## config.mk

```make
export PLATFORM = sky130hd
export DESIGN_NAME = temp_range_ctrl
export DESIGN_NICKNAME = d
export VERILOG_FILES = /design/src/rtl/temp_range_ctrl.sv
export SDC_FILE = /design/constraint.sdc
export NUM_CORES = 1
export LEC_CHECK = 0
export BUFFER_PORTS_ARGS = -buffer_cell sky130_fd_sc_hd__buf_2
export CORE_MARGIN = 4
export CORE_UTILIZATION = 30
export DETAILED_ROUTE_END_ITERATION = 10
export GPL_TIMING_DRIVEN = 0
export MAX_ROUTING_LAYER = met4
export PLACE_DENSITY = 0.47
export SYNTH_ARGS = -nofsm -noshare
export SYNTH_HDL_FRONTEND = slang
export SYNTH_SLANG_ARGS = --single-unit
```

## constraint.sdc

```tcl
create_clock -name clk -period 5.6 [get_ports clk]
set_clock_uncertainty 0.2 [all_clocks]
set_input_delay 1.12 -clock clk [delete_from_list [all_inputs] [get_ports clk]]
set_output_delay 1.12 -clock clk [all_outputs]
set_load 0.005 [all_outputs]
```

## src/rtl/temp_range_ctrl.sv

```systemverilog
// temp_range_ctrl
//   Turns the three debounced push-button levels into single-cycle command
//   pulses for the 4-bit temperature range register. It provides press-and-hold
//   auto-repeat and a load > up > down priority. Any button conflict locks the
//   sequencer out until every button is released. Pulses are suppressed at
//   MIN_VAL/MAX_VAL, so the register never wraps.
//
//   Ports
//     clk, rst             clock; synchronous active-high reset
//     btn_up/down/load     synchronized, debounced button levels
//     cur_temp [W]         value fed back from the range register
//     cmd_up/down/load     registered 1-cycle command pulses
//     busy                 high whenever the sequencer is not idle
//     at_max / at_min      combinational limit flags on cur_temp
module temp_range_ctrl #(
  parameter int W          = 4,
  parameter int MAX_VAL    = 15,
  parameter int MIN_VAL    = 0,
  parameter int HOLD_CYC   = 1000,
  parameter int REPEAT_CYC = 250
) (
  input  logic         clk,
  input  logic         rst,
  input  logic         btn_up,
  input  logic         btn_down,
  input  logic         btn_load,
  input  logic [W-1:0] cur_temp,
  output logic         cmd_up,
  output logic         cmd_down,
  output logic         cmd_load,
  output logic         busy,
  output logic         at_max,
  output logic         at_min
);

  localparam int CNT_TOP = (HOLD_CYC > REPEAT_CYC) ? HOLD_CYC : REPEAT_CYC;
  localparam int CW      = (CNT_TOP > 2) ? $clog2(CNT_TOP) : 1;

  localparam logic [CW-1:0] HOLD_LAST = CW'(HOLD_CYC - 1);
  localparam logic [CW-1:0] REP_LAST  = CW'(REPEAT_CYC - 1);
  localparam logic [W-1:0]  MAX_L     = W'(MAX_VAL);
  localparam logic [W-1:0]  MIN_L     = W'(MIN_VAL);

  typedef enum logic [1:0] {IDLE, HOLD, REPEAT, WAIT_REL} state_t;

  state_t        state, state_nxt;
  logic [CW-1:0] cnt, cnt_nxt;
  logic          dir_up, dir_up_nxt;
  logic          req_up, req_down, req_load;
  logic          cmd_up_nxt, cmd_down_nxt, cmd_load_nxt;
  logic          dir_btn, other_btn;

  // State register and registered command pulses
  always_ff @(posedge clk) begin
    if (rst) begin
      state    <= IDLE;
      cnt      <= '0;
      dir_up   <= 1'b0;
      cmd_up   <= 1'b0;
      cmd_down <= 1'b0;
      cmd_load <= 1'b0;
    end else begin
      state    <= state_nxt;
      cnt      <= cnt_nxt;
      dir_up   <= dir_up_nxt;
      cmd_up   <= cmd_up_nxt;
      cmd_down <= cmd_down_nxt;
      cmd_load <= cmd_load_nxt;
    end
  end

  // Next-state logic. It raises raw pulse requests, which are saturation-gated later.
  always_comb begin
    state_nxt  = state;
    cnt_nxt    = cnt;
    dir_up_nxt = dir_up;
    req_up     = 1'b0;
    req_down   = 1'b0;
    req_load   = 1'b0;
    dir_btn    = dir_up ? btn_up : btn_down;
    other_btn  = btn_load | (dir_up ? btn_down : btn_up);

    unique case (state)
      IDLE: begin
        if (btn_load) begin
          req_load  = 1'b1;
          state_nxt = WAIT_REL;
        end else if (btn_up && btn_down) begin
          state_nxt = WAIT_REL;
        end else if (btn_up) begin
          req_up     = 1'b1;
          dir_up_nxt = 1'b1;
          state_nxt  = HOLD;
        end else if (btn_down) begin
          req_down   = 1'b1;
          dir_up_nxt = 1'b0;
          state_nxt  = HOLD;
        end
      end
      HOLD, REPEAT: begin
        if (other_btn) begin
          state_nxt = WAIT_REL;
        end else if (!dir_btn) begin
          state_nxt = IDLE;
        end else if (cnt == ((state == HOLD) ? HOLD_LAST : REP_LAST)) begin
          req_up    = dir_up;
          req_down  = !dir_up;
          state_nxt = REPEAT;
          cnt_nxt   = '0;
        end else begin
          cnt_nxt = cnt + 1'b1;
        end
      end
      WAIT_REL: begin
        if (!btn_up && !btn_down && !btn_load)
          state_nxt = IDLE;
      end
      default: state_nxt = IDLE;
    endcase

    if (state_nxt != state)
      cnt_nxt = '0;
  end

  // Outputs. Saturated requests are dropped, and the state keeps running so a held
  // button resumes once cur_temp moves off the limit.
  always_comb begin
    at_max       = (cur_temp == MAX_L);
    at_min       = (cur_temp == MIN_L);
    busy         = (state != IDLE);
    cmd_up_nxt   = req_up   && !at_max;
    cmd_down_nxt = req_down && !at_min;
    cmd_load_nxt = req_load;
  end

endmodule

```

==> metrics, run 1 <==
Avg Cell Area, Syn=8.43 µm²; DRT iter0 DRCs=60; Hold Path Class=flip-flop to flip-flop; total number of vias=1,076; post-synthesis adder-cell area fraction=4.43%; post-synthesis xor/xnor area fraction=4.65%; clock root buffer=clkbuf_8; IO buf count=12; final setup vio count=0; IO Pins=15; leakage power=0.000454 µW; Clock Pin Slew Worst Setup and Hold Paths=0.07 ns; sequential share of the synthesized area=28.3%; CP required=4.28 ns; Pwr per Cell Area=352 nW/µm²; Setup TNS=0 ns; critical path capture point type=primary output; Core Area=3660 µm²; crit path DAT=1.78 ns; hpwl dp=2190 µm; Tcrit/Tclk final=55.3%; Synth Flop Type=dfxtp_1; FF+latch count, synth=16; fmax=0.323 GHz; worst slew pin tran=0.687 ns; drt wl/cell=14.3 µm; die area=4810 µm²; maxcap violations=0; met1 usage=16.0%; CTS resizes=0; max-slew violations=0; Fin. Hold Viols=0; share of cells above drive strength 1=20.0%; Clock Latency Late Sink=0.25 ns; Slew headroom=53.9%; most frequent cells in the layout=16 x buf_2, 16 x dfxtp_1, 9 x nand2_1; mux share of post-synthesis cell area=1.77%; Synthesis Warnings=0; DP Cell Count=194; Final ANT Viol Nets=0; CP Max Fanout=2; FFs w/ async S/R, synth=0%; Place WS=2.45 ns; RSZ-0062 raised after global routing=false; Crit path largest cell delay=0.37 ns; Worst Slack Setup Final=2.50 ns; clock tree buffer depth=2; worst vdd ir=0.115 mV; H-tree levels=1; gr ovfl total=0; area delta synth->final=15.5%; Setup Fix Bufs, Post-CTS=0; CTS Hold Bufs=0; Mapped Cells=134; status=complete, no violations; GRT Total Usage=12.6%; Residual DRC=0; first-pass GRT wire length=4940 µm; post-DR vias/cell=5.43; placed cell areas=1250 µm²; CP max stage cell=nor4_1; startpoint types=primary input; fill cell count=381; routability cong.=0.798; post-synth design cell area=1130 µm²; Final nets=164; largest net degree at the start of global routing=11; critical-path cell list=buf_2, nor4_1, buf_2; DRT Pass-1 Iters=4; initial antenna violation count=0; TritonCTS Buffers=3; Distinct cells, synth=44; vias in the first global route=1,067; Core Util, Final=35.6%; die height=69.4 µm; Core Rows=22; simple-gate share of the synthesized area=32.7%; post-route cell area=1310 µm²; Starting Density=30.9%; most frequent cell on the critical path=buf_2; minimum clock period=3.10 ns; antenna cells=0; clk sinks=16; critical path class=primary input to primary output; met2 global-route usage=20.2%; CTS tree=built; syn nets=147; gr busiest metal=met2; Die W=69.4 µm; met3 Use GR=2.61%; drt total wl=2840 µm; Compound-Gate Fraction of Synth Area=22.4%; final std cells w/o fill=198; Post-synth EDFFs=0; largest family of logic cells by synthesized area=simple AND/OR/NAND/NOR gates
[state kept, by name (all words and copies together) (netlist names)]
signal,cells
cnt,10
cmd_up,1
dir_up,1
state,2
cmd_down,1
cmd_load,1
[cell usage after synthesis (5+ instances only)]
library cell   n  area, µm²
a211oi_1       5       37.5
a21oi_1        5       25.0
nor4_1         7       43.8
o21ai_0        6       30.0
nor3_1         7       35.0
nand3_1        7       35.0
inv_1          8       30.0
nand2_1        9       33.8
nand2b_1       5       31.3
dfxtp_1       16        320
[cell type report]
class	count	area (µm²)	share of cell area, %
multi-input cells	104	744	57.0
flip-flops and latches	16	320	24.5
repair buffers	12	60.1	4.60
well taps	48	60.1	4.60
clock buffers	4	55.1	4.22
plain buffers	6	35.0	2.68
inverters	8	30.0	2.30
[cell families after synthesis]
logic type / after synthesis
AOI/OAI and AO/OA: 32
xor gates and xnor gates: 6
adders and majority gates: 4
buffers and inverters: 14
DFF: 16
muxes: 2
and+or+nand+nor: 60
[stage by stage]
stage	total power, µW	hold slack, ns
2_1_floorplan	298	0.292
3_3_place_gp	352	0.332
3_5_place_dp	356	0.337
4_1_cts	460	0.352
5_1_grt	495	0.374
6_report	459	0.352
[metal layers]
| metal | part of all wire [%] | wire length, µm |
|---|---|---|
| met1 | 46 | 1320 |
| met5 | 0 | 0 |
| met3 | 6.3 | 180 |
| met2 | 47 | 1320 |
| met4 | 0.67 | 19 |
[final timing paths]
kind	startpoint	endpoint	slack (ns)	cells after the start
worst max-delay path	cur_temp[1]	at_min	2.50	3
worst min-delay path	cnt[1]	cnt[1]	0.35	2
worst max register to register	state[0]	cnt[0]	2.78	8
worst min register to register	cnt[1]	cnt[1]	0.35	2
[report_power, final]
| group | internal (µW) | total, µW | switching [µW] |
|---|---|---|---|
| clock network | 62.4 | 105 | 42.6 |
| logic | 75.0 | 219 | 144 |
| registers | 124 | 135 | 11.2 |
[worst max-delay path, delay by kind of cell]
| kind | cells | cell delay [ns] |
|---|---|---|
| simple gates | 1 | 0.37 |
| buf+inv | 2 | 0.29 |
Note: power is estimated with default switching activity, not from simulation.
==> run 2, diff against run 1 <==
Clock period 5.6 ns to 3.1 ns, I/O delays scaled along.
==> run 2 against run 1 <==
Net effect: register-to-register slack lost 2.4 ns; sequential cell count is the same; die area is the same; final area is essentially flat; worst setup slack lost 2.1 ns; non-clock buffer count is the same; core utilization is essentially flat; clock power grew 81%.
==> metrics, run 2 (synthesis gave the netlist of run 1 again) <==
register area=320 µm²; Fin. Hold Viols=0; TritonCTS Buffers=3; H-tree levels=1; status=complete, no violations; Slew headroom=53.6%; clock root buffer=clkbuf_8; vias in the first global route=1,067; fill cell count=382; Final ANT Viol Nets=0; minimum clock period=2.71 ns; Clock Latency Late Sink=0.25 ns; crit path launch=state[1]; initial antenna violation count=0; CP Max Fanout=10; biggest regs=cnt (10), state (2); die height=69.4 µm; final setup vio count=0; die area=4810 µm²; area delta synth->final=15.6%; GRT Total Usage=12.6%; Core Util, Final=35.7%; met1 usage=16.0%; drt wl/cell=14.3 µm; met2 global-route usage=20.2%; Residual DRC=0; Tcrit/Tclk final=87.5%; IO buf count=12; share of cells above drive strength 1=20.0%; max-slew violations=0; critical path class=flip-flop to flip-flop; Hold Path Class=flip-flop to flip-flop; worst vdd ir=0.191 mV; area of the multi-input gates=746 µm²; DRT iter0 DRCs=76; gr busiest metal=met2; critical path capture point type=flip-flop; hpwl dp=2190 µm; Starting Density=30.9%; Biggest register=cnt; IO Pins=15; gr ovfl total=0; worst r2r src=state[1]; HP Start=cnt[1]; Clock Pin Slew Worst Setup and Hold Paths=0.07 ns; largest net degree at the start of global routing=11; leakage power=0.000454 µW; antenna cells=0; post-DR vias/cell=5.42; startpoint types=flip-flop; flip-flop count of the largest register after layout=10; crit path DAT=2.61 ns; CTS Hold Bufs=0; most frequent cells in the layout=16 x buf_2, 16 x dfxtp_1, 9 x nand2_1; met3 Use GR=2.61%; DRT Pass-1 Iters=4; fmax=0.369 GHz; drt total wl=2840 µm; Core Area=3660 µm²; first-pass GRT wire length=4940 µm; Core Rows=22; routability cong.=0.798; CP required=3.00 ns; clock tree buffer depth=2; Die W=69.4 µm; worst slew pin tran=0.690 ns; Final nets=164; total number of vias=1,073; RSZ-0062 raised after global routing=false; Setup TNS=0 ns; CTS tree=built; maxcap violations=0; Pwr per Cell Area=637 nW/µm²; clk sinks=16
[run 2: timing repair]
action	4_1_cts	5_1_grt
gates resized for setup	0	1
buffers inserted	0	0
endpoints found under the setup margin	0	10
[run 2: path summary, 6_finish.rpt]
path         slack (ns)     end  depth (start not counted)
min reg2reg        0.35  cnt[1]                          2
max                0.39  cnt[8]                          7
min                0.35  cnt[1]                          2
max reg2reg        0.39  cnt[8]                          7
[run 2: power by group]
group          total (µW)  internal, µW  switching (µW)
registers             244           224            20.3
logic                 398           137             260
clock network         190           113            76.9
[run 2: per-stage QoR]
step	setup slack (ns)	area [µm²]	power [µW]	hold slack, ns	cells
finish	0.388	1310	832	0.352	198
global route	0.0774	1310	896	0.374	198
CTS	0.275	1310	832	0.352	198
detailed placement	0.271	1250	643	0.337	194
global placement	0.373	1250	636	0.332	194
floorplan	0.600	1130	538	0.292	134
[run 2: critical path, stage by stage, from the launching register on]
cell and delay, ns:
dfxtp_1 0.43, inv_1 0.09, ha_1 0.20, or4_1 0.41
o22ai_2 0.25, a211oi_1 0.21, nor4_4 0.63, nor4_1 0.14
[run 2: layout make-up]
| cell class | instances | share of cell area [%] |
|---|---|---|
| flip-flops and latches | 16 | 24.5 |
| multi-input cells | 104 | 57.1 |
| well taps | 48 | 4.60 |
| clock buffers | 4 | 4.21 |
| repair buffers | 12 | 4.60 |
| inverters | 8 | 2.30 |
| plain buffers | 6 | 2.68 |
[run 2: per-layer routing]
metal  up-vias  wire [µm]
met5         -          0
li1        537          -
met2        20       1330
met3         2        136
met4         0         19
met1       514       1350
==> run 3, diff against run 2 <==
Settings changed: RECOVER_POWER from default to 25, SKIP_CTS_REPAIR_TIMING from default to 1.
==> run 3 against run 2 <==
Net effect: maximum frequency about the same; largest cell class unchanged; register-to-register slack about the same; sequential share of layout area increased by 0.071 points; final area decreased by 0.29%; core utilization decreased by 0.10 points.
==> metrics, run 3 (synthesis gave the netlist of run 1 again) <==
commonest non-fill, non-tap cell in the layout=dfxtp_1; Die W=69.4 µm; critical path capture point type=flip-flop; HP Start=cnt[1]; status=complete, no violations; Biggest register=cnt; Bufs and invs on worst path=1; worst r2r src=state[1]; clock tree buffer depth=2; post-DR vias/cell=5.41; flop2flop setup slack=0.39 ns; final setup vio count=0; Hold Path Sink=cnt[1]; worst flop-to-flop path endpoint=cnt[8]; crit path DAT=2.61 ns; Starting Density=30.9%; max-slew violations=0; first-pass GRT wire length=4940 µm; DP Cell Count=194; antenna cells=0; clock root buffer=clkbuf_8; fmax=0.369 GHz; critical-path cell list=inv_1, ha_1, or4_1, o22ai_2, a211oi_1, nor4_4, nor4_1; worst hold path cell count=2; routability cong.=0.798; DRT iter0 DRCs=76; largest net degree at the start of global routing=11; initial antenna violation count=0; Slew headroom=53.6%; maxcap violations=0; Fin. Hold Viols=0; gr ovfl total=0; hold slack=0.352 ns; critical path class=flip-flop to flip-flop; Residual DRC=0; most frequent cells in the layout=16 x dfxtp_1, 13 x buf_2, 9 x nand2_1; CTS tree=built; CP max stage cell=nor4_4; TritonCTS Buffers=3; CP required=3.00 ns; hpwl dp=2190 µm; CP delay by family, top=simple AND/OR/NAND/NOR gates; minimum clock period=2.71 ns; drt wl/cell=14.4 µm; startpoint types=flip-flop; final std cells w/o fill=198; vias in the first global route=1,067; Tcrit/Tclk final=87.5%; FF-to-FF path depth=7; H-tree levels=1; flip-flop count of the largest register after layout=10; die height=69.4 µm; Hold Path Class=flip-flop to flip-flop; clk sinks=16; Clock Pin Slew Worst Setup and Hold Paths=0.07 ns; DRT Pass-1 Iters=4; leakage power=0.000441 µW; RSZ-0062 raised after global routing=false; total number of vias=1,071; Crit path largest cell delay=0.63 ns; drt total wl=2840 µm; worst vdd ir=0.191 mV; CP Max Fanout=10; Final ANT Viol Nets=0; CP Depth=7; die area=4810 µm²; IO Pins=15; biggest regs=cnt (10), state (2); worst slew pin tran=0.690 ns; area delta synth->final=15.3%; share of cells above drive strength 1=18.0%; Setup TNS=0 ns; Pwr per Cell Area=638 nW/µm²; Clock Latency Late Sink=0.25 ns; Core Rows=22; GRT Total Usage=12.6%; IO buf count=12; Core Area=3660 µm²; Final nets=164
-- run 3: cell types whose count changed in the layout (fill, tap and decap cells not counted) --
cell      delta
buf_2        -3
clkbuf_1     +3
-- run 3: layout make-up --
class	instances	area, µm²
Buffer	6	35.0
Clock buffer	4	55.1
Fill cell	384	2360
Inverter	8	30.0
Multi-Input combinational cell	104	746
Sequential cell	16	320
Tap cell	48	60.1
Timing Repair Buffer	12	56.3
-- run 3: layer usage --
metal / GRT usage, % / routed length, µm
met2: 20.2 / 1330
met3: 2.61 / 132
met5: - / 0
met1: 16.0 / 1370
met4: 3.25 / 19
-- run 3: worst register-to-register path, cell delays in order, from the launching register on --
cell and delay (ns):
dfxtp_1 0.43, inv_1 0.09, ha_1 0.20, or4_1 0.41, o22ai_2 0.25, a211oi_1 0.21, nor4_4 0.63, nor4_1 0.14
-- run 3: worst max path at each step --
stage / startpoint / end / slack (ns)
floorplan: btn_up / cnt[4] / 0.60
global placement: state[0] / cnt[0] / 0.37
detailed placement: state[0] / cnt[3] / 0.27
CTS: state[0] / cnt[0] / 0.28
global route: state[0] / cnt[8] / 0.08
finish: state[1] / cnt[8] / 0.39
-- run 3: power by group --
part | total (µW) | internal [µW] | switching (µW)
Combinational | 397 | 136 | 260
Sequential | 245 | 224 | 20.5
Clock | 190 | 113 | 76.9
-- run 3: through the flow --
| stage | total power, µW | worst slack, ns | utilization, % | cell area, µm² |
|---|---|---|---|---|
| final | 831 | 0.388 | 35.6 | 1300 |
| after global routing | 896 | 0.0774 | 35.6 | 1300 |
| after CTS | 832 | 0.275 | 35.6 | 1310 |
| after detailed placement | 643 | 0.271 | 34.1 | 1250 |
| after global placement | 636 | 0.373 | 34.1 | 1250 |
| after floorplan | 538 | 0.600 | - | 1130 |
